--- config.mk ---
export PLATFORM = sky130hd
export DESIGN_NAME = kmeans_feeder
export DESIGN_NICKNAME = d
export VERILOG_FILES = /design/src/rtl/kmeans_feeder.sv
export SDC_FILE = /design/constraint.sdc
export NUM_CORES = 1
export LEC_CHECK = 0
export ABC_AREA = 1
export CAP_MARGIN = 20
export CORE_MARGIN = 1
export CORE_UTILIZATION = 45
export DETAILED_ROUTE_END_ITERATION = 6
export GPL_TIMING_DRIVEN = 1
export PLACE_DENSITY = 0.76
export SYNTH_ARGS = -nofsm -noshare
export SYNTH_HDL_FRONTEND = slang
export SYNTH_SLANG_ARGS = --single-unit
--- constraint.sdc ---
create_clock -name clk -period 4.9 [get_ports clk]
set_input_delay 1.47 -clock clk [delete_from_list [all_inputs] [get_ports clk]]
set_output_delay 1.47 -clock clk [all_outputs]
set_load 0.02 [all_outputs]
--- src/rtl/kmeans_feeder.sv ---
// kmeans_feeder: transmit side of the k-means accelerator stream interface.
// Fetches one job (CLUSTER_SIZE centroids, then DATA_SIZE points) from a
// synchronous source SRAM and sends it to the accelerator as one gap-free
// valid burst. It then collects CLUSTER_SIZE returned centroids into
// result0..3 and reports done, or done with timeout.
//
// Ports:
//   clk, rst_n           clock, async active-low reset
//   start                one-cycle job request (honoured in IDLE only)
//   busy, done, timeout  sequencer status
//   src_en, src_addr     source SRAM read port (1-cycle read latency)
//   src_rdata            source SRAM read data
//   km_in_valid/data     stream to the accelerator
//   km_out_valid/data    result words from the accelerator
//   result0..result3     captured centroids, in return order
module kmeans_feeder #(
  parameter int unsigned       CLUSTER_SIZE = 4,
  parameter int unsigned       DATA_SIZE    = 4096,
  parameter int unsigned       ADDR_W       = 13,
  parameter int unsigned       TMO_W        = 24,
  parameter logic [TMO_W-1:0]  TMO_CYC      = 24'hFFFFFF
) (
  input  logic              clk,
  input  logic              rst_n,
  input  logic              start,
  output logic              busy,
  output logic              done,
  output logic              timeout,
  output logic              src_en,
  output logic [ADDR_W-1:0] src_addr,
  input  logic [15:0]       src_rdata,
  output logic              km_in_valid,
  output logic [15:0]       km_in_data,
  input  logic              km_out_valid,
  input  logic [15:0]       km_out_data,
  output logic [15:0]       result0,
  output logic [15:0]       result1,
  output logic [15:0]       result2,
  output logic [15:0]       result3
);

  localparam int unsigned       TOTAL     = CLUSTER_SIZE + DATA_SIZE;
  localparam logic [ADDR_W-1:0] LAST_ADDR = ADDR_W'(TOTAL - 1);
  localparam logic [1:0]        LAST_BEAT = 2'(CLUSTER_SIZE - 1);

  typedef enum logic [2:0] {
    S_IDLE,
    S_FETCH,
    S_STREAM,
    S_WAIT_RES,
    S_DONE
  } state_e;

  state_e              state_q, state_d;
  logic                src_en_q, src_en_d;
  logic [ADDR_W-1:0]   src_addr_q, src_addr_d;
  logic                rd_vld_q, rd_vld_d;
  logic                in_valid_q, in_valid_d;
  logic [15:0]         in_data_q, in_data_d;
  logic                busy_q, busy_d;
  logic                timeout_q, timeout_d;
  logic [1:0]          beat_q, beat_d;
  logic [TMO_W-1:0]    tmo_cnt_q, tmo_cnt_d;
  logic [TMO_W-1:0]    tmo_inc;
  logic [15:0]         res_q [4];
  logic [15:0]         res_d [4];

  always_comb begin
    state_d    = state_q;
    src_en_d   = src_en_q;
    src_addr_d = src_addr_q;
    // rd_vld marks the cycle in which src_rdata carries a requested word
    rd_vld_d   = src_en_q;
    in_valid_d = in_valid_q;
    in_data_d  = in_data_q;
    busy_d     = busy_q;
    timeout_d  = timeout_q;
    beat_d     = beat_q;
    tmo_cnt_d  = tmo_cnt_q;
    res_d      = res_q;
    tmo_inc    = (tmo_cnt_q == '1) ? tmo_cnt_q : tmo_cnt_q + 1'b1;

    // address advance shared by FETCH and STREAM; terminal compare, no wrap
    if ((state_q == S_FETCH || state_q == S_STREAM) && src_en_q) begin
      if (src_addr_q == LAST_ADDR) begin
        src_en_d = 1'b0;
      end else begin
        src_addr_d = src_addr_q + 1'b1;
      end
    end

    unique case (state_q)
      S_IDLE: begin
        if (start) begin
          state_d    = S_FETCH;
          src_addr_d = '0;
          src_en_d   = 1'b1;
          timeout_d  = 1'b0;
          busy_d     = 1'b1;
          beat_d     = '0;
          tmo_cnt_d  = '0;
        end
      end
      S_FETCH: begin
        state_d = S_STREAM;
      end
      S_STREAM: begin
        if (rd_vld_q) begin
          in_valid_d = 1'b1;
          in_data_d  = src_rdata;
        end else begin
          in_valid_d = 1'b0;
          in_data_d  = '0;
          tmo_cnt_d  = '0;
          state_d    = S_WAIT_RES;
        end
      end
      S_WAIT_RES: begin
        if (km_out_valid) begin
          res_d[beat_q] = km_out_data;
          beat_d        = beat_q + 2'd1;
          tmo_cnt_d     = '0;
          if (beat_q == LAST_BEAT) begin
            state_d = S_DONE;
          end
        end else begin
          tmo_cnt_d = tmo_inc;
          if (tmo_inc >= TMO_CYC) begin
            timeout_d = 1'b1;
            state_d   = S_DONE;
          end
        end
      end
      S_DONE: begin
        busy_d  = 1'b0;
        state_d = S_IDLE;
      end
      default: begin
        state_d = S_IDLE;
      end
    endcase
  end

  always_ff @(posedge clk or negedge rst_n) begin
    if (!rst_n) begin
      state_q    <= S_IDLE;
      src_en_q   <= 1'b0;
      src_addr_q <= '0;
      rd_vld_q   <= 1'b0;
      in_valid_q <= 1'b0;
      in_data_q  <= '0;
      busy_q     <= 1'b0;
      timeout_q  <= 1'b0;
      beat_q     <= '0;
      tmo_cnt_q  <= '0;
      res_q      <= '{default: '0};
    end else begin
      state_q    <= state_d;
      src_en_q   <= src_en_d;
      src_addr_q <= src_addr_d;
      rd_vld_q   <= rd_vld_d;
      in_valid_q <= in_valid_d;
      in_data_q  <= in_data_d;
      busy_q     <= busy_d;
      timeout_q  <= timeout_d;
      beat_q     <= beat_d;
      tmo_cnt_q  <= tmo_cnt_d;
      res_q      <= res_d;
    end
  end

  assign busy        = busy_q;
  assign done        = (state_q == S_DONE);
  assign timeout     = timeout_q;
  assign src_en      = src_en_q;
  assign src_addr    = src_addr_q;
  assign km_in_valid = in_valid_q;
  assign km_in_data  = in_data_q;
  assign result0     = res_q[0];
  assign result1     = res_q[1];
  assign result2     = res_q[2];
  assign result3     = res_q[3];

endmodule

Word level (Yosys, flattened, before mapping)

Index checks and enable logic that the tools add are counted.

Input bits: 36
Word-level logic and storage cells: 81
Output and inout port bits: 98
Bits in registers: 127

Bitwise gates (word level): 1
Equality and inequality tests: 14
Order comparisons: 3
$add $sub $neg: 3
Reductions and logical operators: 13
Multiplexer cells: 33

Operators with widths:

| operator                                                        | count |
|---|---|
| 24-bit two-way mux                                              | 4 |
| 24-bit case mux with 3 select lines                             | 1 |
| 64-bit bitwise mux                                              | 1 |
| 13-bit two-way mux                                              | 4 |
| 16-bit demux with 2-bit select                                  | 1 |
| 16-bit two-way mux                                              | 2 |
| 24-bit by 1-bit adder with 24-bit output, second input constant | 1 |
| 24-bit == test, second input constant                           | 1 |
| 24-bit greater-or-equal comparator, second input constant       | 1 |
| 3-bit two-way mux                                               | 5 |
| 13-bit by 1-bit adder with 13-bit output, second input constant | 1 |
| 13-bit == test, second input constant                           | 1 |
| 3-bit case mux with 4 select lines                              | 1 |
| 2-bit != test, second input constant                            | 5 |
| 1-bit two-way mux                                               | 9 |
| 4-bit AND reduction                                             | 2 |
| 3-bit by 2-bit == test with 1-bit output, second input constant | 2 |
| 3-bit != test, second input constant                            | 2 |
| 3-bit AND reduction                                             | 2 |
| 2-bit two-way mux                                               | 2 |
| 1-bit case mux with 2 select lines                              | 2 |
| 2-bit case mux with 2 select lines                              | 1 |
| 2-bit AND reduction                                             | 2 |
| 2-bit nonzero test                                              | 2 |
| other kinds (11)                                                | 12 |

Depth between registers and ports, before layout

Gate-level depths: netlist of the first run.

Word-level depth: 6
Depth in mapped cells: 19

Worst setup path before layout of the first run

OpenSTA, ideal clock, no wires.

Path type: in2reg
Start: input port start
End: register tmo_cnt_q[12]
Stages: 4
Required time: 4,759 ps
Buffers on the path: 1
Setup slack: 2,523 ps
Arrival: 2,236 ps
Cell sequence: o21ai_0 a21oi_1 clkbuf_1 o22ai_1

Longest elaborated chain between the ends: 2

Ends and longest elaborated chain:

| what                          | RTL line | RTL |
|---|---|---|
| start: declaration            | 25       | `input logic start,` |
| 2-bit != test (no line)       | -        |  |
| 3-bit AND reduction (no line) | -        |  |
| end signal: assignment        | 167      | `tmo_cnt_q <= tmo_cnt_d;` |
| end: declaration              | 63       | `logic [TMO_W-1:0] tmo_cnt_q, tmo_cnt_d;` |

No other way between the ends.
A chain may end at the register's enable or synchronous reset.

Final worst setup path of the first run

Start: register state_q[0]
End: output port done

Longest elaborated chain between the ends: 1

Ends and longest elaborated chain:

| what                     | RTL line | RTL |
|---|---|---|
| start: declaration       | 54       | `state_e state_q, state_d;` |
| start signal: assignment | 158      | `state_q <= state_d;` |
| 3-bit == test            | 173      | `assign done = (state_q == S_DONE);` |
| end: declaration         | 27       | `output logic done,` |

No other way between the ends.

==> impl_metrics.csv, run 1 <==
group,metric,value,unit
logic_synthesis,synth_cell_types,27,
logic_synthesis,async_flop_share,100,%
placement,pre_cts_ws,1.36,ns
power,power_leakage,3.56,nW
setup_path,startpoint_type,"register",
logic_synthesis,postSynthCellCount,725,
final_layout,layout.cells.non_filler,1039,
grt,grt_pass1_vias,4705,
setup_path,r2r-end,"tmo_cnt_q[0]$_DFFE_PN0P_",
clock_network,hold_buffers,0,
floorplan,die_h,116,µm
placement,hpwl,9.98,mm
final_layout,diodes,0,
logic_synthesis,synth-edff-count,0,
sta,fin_skew,0.00480,ns
setup_path,r2r_slack,1.99,ns
clock_network,clock_latency,0.42,ns
setup_path,worstPathArrival,1.99,ns
setup_path,critical_path.max_fanout,21,
floorplan,num_rows,41,
clock_network,cts_resized,0,
logic_synthesis,yosysWarnings,0,
routing,antenna_left,0,
grt,gr-total-overflow,0,
clock_network,cts_made_buffers,17,
sta,finalSetupViolations,0,
logic_synthesis,synth.top_cell.area_share,54.1,%
clock_network,clk_path_buf_depth,2,
sta,tightest_slew,1.03,ns
logic_synthesis,yosys-top-cells-area,"dfrtp_1, nand2_1, o21ai_0",
sta,slew-limit-headroom,31.2,%
logic_synthesis,seq_area_frac_synth,54.1,%
sta,hold_violations,0,
setup_path,worstPathRequired,3.43,ns
routing,viasPerCell,4.97,
setup_path,reg2regPathDepth,6,
floorplan,pin_count,134,
clock_network,htreeDepth,4,
power,power.density,548,mW/mm²
clock_network,cts.reportedPaths.clkPinSlew,0.06,ns
floorplan,die_x,116,µm
sta,fmax,289,MHz
setup_path,startpoint,"state_q[0]$_DFFE_PN0P_",
floorplan,initial_core_util,46.4,%
floorplan,coreArea,0.0127,mm²
min_path,holdPathEnd,"rd_vld_q$_DFF_PN0_",
grt,grt_antenna_before_repair,0,
logic_synthesis,synth_largest_area_cell,"dfrtp_1",
grt,grtUsageTotal,22.7,%
min_path,hp-class,"reg2reg",
placement,dpl.cell_count,1007,
final_layout,syn2layout_area_growth,35.3,%
logic_synthesis,synth_common_cells,"nand2_1, dfrtp_1, o21ai_0, inv_1, nor2_1",
sta,period_needed,3.46,ns
grt,grt_pass1_wl,23.3,mm
setup_path,end_kind,"output pin",
logic_synthesis,synthesis.nets,767,
grt,grt_max_degree,128,
min_path,worstHoldStart,"src_en$_DFF_PN0_",
placement,gp_congestion,0.927,
routing,drc,0,
clock_network,cts_setup_buffers,0,
clock_network,cts_tree,"done",
run_status,status,"finished clean",
logic_synthesis,synth.most_common_cell,"nand2_1",
power,vdd_drop_max,306,µV
placement,numPortBuffers,133,
sta,setup_ws,1.44,ns
final_layout,final_nets,896,
logic_synthesis,postSynthAreaPerCell,8.11,µm²
sta,setup_tns,0,ns
logic_synthesis,netlist_area,0.00588,mm²
routing,first_iter_violations,427,
clock_network,clock-sinks,127,
setup_path,rr_startpoint,"state_q[0]$_DFFE_PN0P_",
clock_network,cts_root_buffer,"clkbuf_16",
setup_path,worst-setup-path-type,"reg2out",
sta,drv_slew,0,
min_path,whs_path_depth,0,
logic_synthesis,ys_seq_elements,127,
floorplan,die_area,0.0135,mm²
sta,rsz0062_at_grt,"false",
routing,wl,14.6,mm
routing,dr_total_vias,5165,
logic_synthesis,synth_flop_cell,"dfrtp_1",
power,p_total,4.36,mW
sta,min_period_over_period,70.7,%
job,maxCapViolCount,0,
routing,wl_per_cell,14.0,µm
final_layout,post_route_cells_drive_above_1_share,5.07,%
routing,firstDrtPassIters,4,
## kinds of logic after synthesis
logic type	share of synthesized area [%]
simple gates	23.1
buf+inv	7.17
xor+xnor	2.09
fa+ha+maj	1.28
flops	54.1
compound gates	12.3
## sequential cells by signal, indices dropped and copies added (netlist names)
name,count
result2,16
busy,1
result0,16
src_en,1
beat_q,2
timeout,1
result3,16
state_q,3
rd_vld_q,1
km_in_data,16
km_in_valid,1
result1,16
tmo_cnt_q,24
src_addr,13
## how the worst max path moves through the flow
stage	endpoint	slack [ns]	cells after the start
after CTS	done	1.42	4
after global routing	done	1.31	4
after global placement	tmo_cnt_q[4]$_DFFE_PN0P_	1.47	4
after floorplan	tmo_cnt_q[12]$_DFFE_PN0P_	2.52	4
after detailed placement	tmo_cnt_q[0]$_DFFE_PN0P_	1.36	4
final	done	1.44	4
## per-stage QoR
step                hold WS (ns)  cell area [µm²]  util [%]
finish                     0.404             7950      62.8
global route               0.427             7950      62.8
CTS                        0.411             7950      62.8
detailed placement         0.397             7350      58.0
global placement           0.396             7350      58.0
floorplan                  0.502             5880         -
## critical path, cell delays in order (launching register included)
cell and delay (ns):
dfrtp_1 0.58, nor2_1 0.19, inv_1 0.08, nor2_1 0.10, clkdlybuf4s50_1 0.62
## layout by cell type, fill, tap and decap left out, drive strengths merged
| cell type | netlist | routed |
|---|---|---|
| o21ai | 109 | 109 |
| clkinv | 0 | 3 |
| o22ai | 12 | 12 |
| ha | 6 | 6 |
| clkbuf | 22 | 20 |
| a211oi | 1 | 1 |
| nand3 | 44 | 44 |
| nor4 | 1 | 1 |
| nor2 | 71 | 71 |
| o21a | 1 | 1 |
| bufinv | 0 | 3 |
| o211ai | 2 | 2 |
| dfrtp | 127 | 127 |
| nand3b | 1 | 1 |
| nor3 | 7 | 7 |
| xor2 | 14 | 14 |
| a21oi | 14 | 14 |
| nand4 | 7 | 7 |
| clkinvlp | 0 | 3 |
| clkdlybuf4s50 | 0 | 132 |
| nand2 | 198 | 198 |
| buf | 3 | 3 |
| inv | 85 | 88 |
## power breakdown
group          internal (mW)  leakage [nW]  switching [mW]  total, mW
registers               1.33          1.71           0.204       1.54
logic                  0.640          1.56           0.887       1.53
clock network          0.816         0.287           0.478       1.29
## cell type report
class,instances,area (µm²)
clock buffers,20,447
clock inverters,12,158
fillers,1069,4720
inverters,85,319
multi-input cells,488,2280
flip-flops and latches,127,3180
well taps,172,215
repair buffers,135,1360
## layer usage
layer	vias to the layer above	GRT usage [%]	wire length (µm)
met5	-	0	0
met4	0	9.15	267
met3	20	6.38	777
met2	135	35.8	7000
met1	2423	29.6	6540
li1	2587	-	-
(Power assumes the default switching activity.)
==> inputs of run 2 (changes only) <==
- clock period: 4.9 -> 3.2 ns (I/O delays scaled with it)
==> run 2 against run 1 <==
Against the previous run: non-clock buffer count grew 6; combinational power grew 56%; first-iteration DRC count shrank 17%; global-route usage up 0.33 points; sequential share of layout area is 0.16 points lower; core utilization grew 0.26 points; worst hold slack improved by 0.025 ns; clock-buffer cell count increased by 1; critical path type unchanged; largest cell class unchanged.
==> impl_metrics.csv, run 2 (synthesis gave the netlist of run 1 again) <==
group,metric,value,unit
min_path,hp-class,"reg2reg",
min_path,whs_path_depth,0,
run_status,status,"finished clean",
sta,fmax,371,MHz
setup_path,worst-setup-path-type,"reg2out",
grt,grt_antenna_before_repair,0,
power,power.internal,4.24,mW
routing,drc,0,
power,power.density,830,mW/mm²
power,power_frac_comb,36.0,%
clock_network,cts_root_buffer,"clkbuf_16",
final_layout,top_register,"tmo_cnt_q",
clock_network,cts_made_buffers,17,
clock_network,htreeDepth,4,
setup_path,end_kind,"output pin",
setup_path,critical_path.max_fanout,5,
routing,wl_per_cell,14.1,µm
floorplan,die_x,116,µm
power,power_leakage,3.58,nW
routing,dr_total_vias,5234,
floorplan,die_area,0.0135,mm²
floorplan,initial_core_util,46.4,%
setup_path,crit_buf_inv,2,
min_path,holdPathEnd,"rd_vld_q$_DFF_PN0_",
final_layout,largest_register_ffs,24,
grt,grtUsageTotal,23.0,%
final_layout,mostFrequentLayoutCells,"nand2_1, clkdlybuf4s50_1, dfrtp_1",
floorplan,coreArea,0.0127,mm²
sta,tightest_slew,0.958,ns
setup_path,startpoint_type,"register",
routing,antenna_left,0,
sta,fin_skew,0.0106,ns
final_layout,final_nets,902,
clock_network,cts_resized,0,
routing,viasPerCell,5.01,
sta,finalSetupViolations,0,
power,switchingPower,2.40,mW
setup_path,path_delay_family,"buffers and inverters",
floorplan,die_h,116,µm
clock_network,hold_buffers,0,
sta,slew-limit-headroom,35.9,%
clock_network,cts_tree,"done",
final_layout,diodes,0,
clock_network,clock-sinks,127,
routing,firstDrtPassIters,5,
clock_network,clock_latency,0.42,ns
final_layout,layout_commonest_cell,"nand2_1",
placement,numPortBuffers,133,
routing,first_iter_violations,353,
grt,grt_pass1_vias,4887,
final_layout,syn2layout_area_growth,35.8,%
setup_path,crit_chain,"nor2_1 > inv_1 > nor2_1 > clkdlybuf4s50_1",
setup_path,cp_slowest_stage_delay,0.63,ns
sta,drv_slew,0,
sta,hold_violations,0,
setup_path,worstPathRequired,2.24,ns
setup_path,rr_startpoint,"tmo_cnt_q[0]$_DFFE_PN0P_",
placement,hpwl,9.99,mm
grt,gr-total-overflow,0,
clock_network,clk_path_buf_depth,2,
power,p_sw_share,36.1,%
setup_path,reg2regPathDepth,18,
grt,grt_pass1_wl,23.9,mm
setup_path,r2r-end,"state_q[1]$_DFFE_PN0P_",
sta,period_needed,2.70,ns
placement,gp_congestion,0.924,
power,pwr-share-clk,29.0,%
final_layout,fill_cells,1088,
floorplan,pin_count,134,
job,maxCapViolCount,0,
floorplan,num_rows,41,
setup_path,startpoint,"state_q[1]$_DFFE_PN0P_",
sta,min_period_over_period,84.3,%
sta,rsz0062_at_grt,"false",
final_layout,post_route_cells_drive_above_1_share,5.73,%
setup_path,slowest_stage,"clkdlybuf4s50_1",
min_path,worstHoldStart,"src_en$_DFF_PN0_",
setup_path,r2r_slack,0.59,ns
sta,setup_tns,0,ns
power,share_seq_of_total_power,35.0,%
power,vdd_drop_max,603,µV
clock_network,cts_setup_buffers,0,
setup_path,cpMostUsedCell,"nor2_1",
grt,grt_max_degree,128,
setup_path,worstPathArrival,1.74,ns
routing,wl,14.7,mm
final_layout,finish.utilization,63.0,%
clock_network,cts.reportedPaths.clkPinSlew,0.06,ns
run 2: cell types whose count changed in the layout (fill, tap and decap cells not counted):
cell       change
buf_4          +6
bufinv_16      -1
clkbuf_8       +1
clkinv_2       -1
clkinv_4       +2
inv_6          -1
run 2: cell type report:
class                           count  area, µm²  share of cell area (%)
Tap cell                          172        215                    2.70
Clock inverter                     11        131                    1.65
Inverter                           85        319                    4.00
Multi-Input combinational cell    488       2280                    28.5
Sequential cell                   127       3180                    39.8
Timing Repair Buffer              141       1400                    17.6
Clock buffer                       21        460                    5.77
run 2: power by group through the flow:
stage,clock network [mW],logic [mW],registers [mW]
floorplan,0,0.804,2.76
global placement,0,2.35,2.33
detailed placement,0,2.39,2.33
CTS,1.95,2.41,2.32
global route,2.02,2.60,2.38
finish,1.92,2.39,2.32
run 2: how the worst max path moves through the flow:
| stage | to | slack [ns] | cells past startpoint |
|---|---|---|---|
| 2_1_floorplan | state_q[1]$_DFFE_PN0P_ | 1.15 | 19 |
| 3_3_place_gp | tmo_cnt_q[4]$_DFFE_PN0P_ | 0.31 | 4 |
| 3_5_place_dp | tmo_cnt_q[0]$_DFFE_PN0P_ | 0.23 | 4 |
| 4_1_cts | done | 0.50 | 4 |
| 5_1_grt | state_q[1]$_DFFE_PN0P_ | 0.29 | 16 |
| 6_report | done | 0.50 | 4 |
run 2: through the flow:
stage	cells	power, mW	hold WS [ns]	area [µm²]	setup WS [ns]
final	1045	6.63	0.429	7980	0.503
after global routing	1045	7.00	0.447	7980	0.293
after CTS	1045	6.67	0.440	7980	0.496
after detailed placement	1013	4.73	0.419	7390	0.235
after global placement	1013	4.68	0.425	7390	0.314
after floorplan	725	3.57	0.502	5880	1.15
run 2: worst reg2reg max path, cell delays in order (launching register included):
cell and delay (ns):
dfrtp_1 0.45, ha_1 0.32, nand2_2 0.11, nor2_4 0.12, nand2_2 0.11, nor2_4 0.15
nand2_2 0.24, nand2_1 0.14, nand2_1 0.08, inv_2 0.05, nand2_1 0.04, nor2_1 0.09
nand3_1 0.10, nor2_2 0.16, nand2_1 0.09, nand2_2 0.09, nand2_1 0.06, nand2_1 0.05
nand2_1 0.05
run 2: routing by layer:
metal	GRT usage, %	wire [µm]
met2	36.4	7000
met3	5.60	697
met5	0	0
met4	10.0	358
met1	30.3	6630
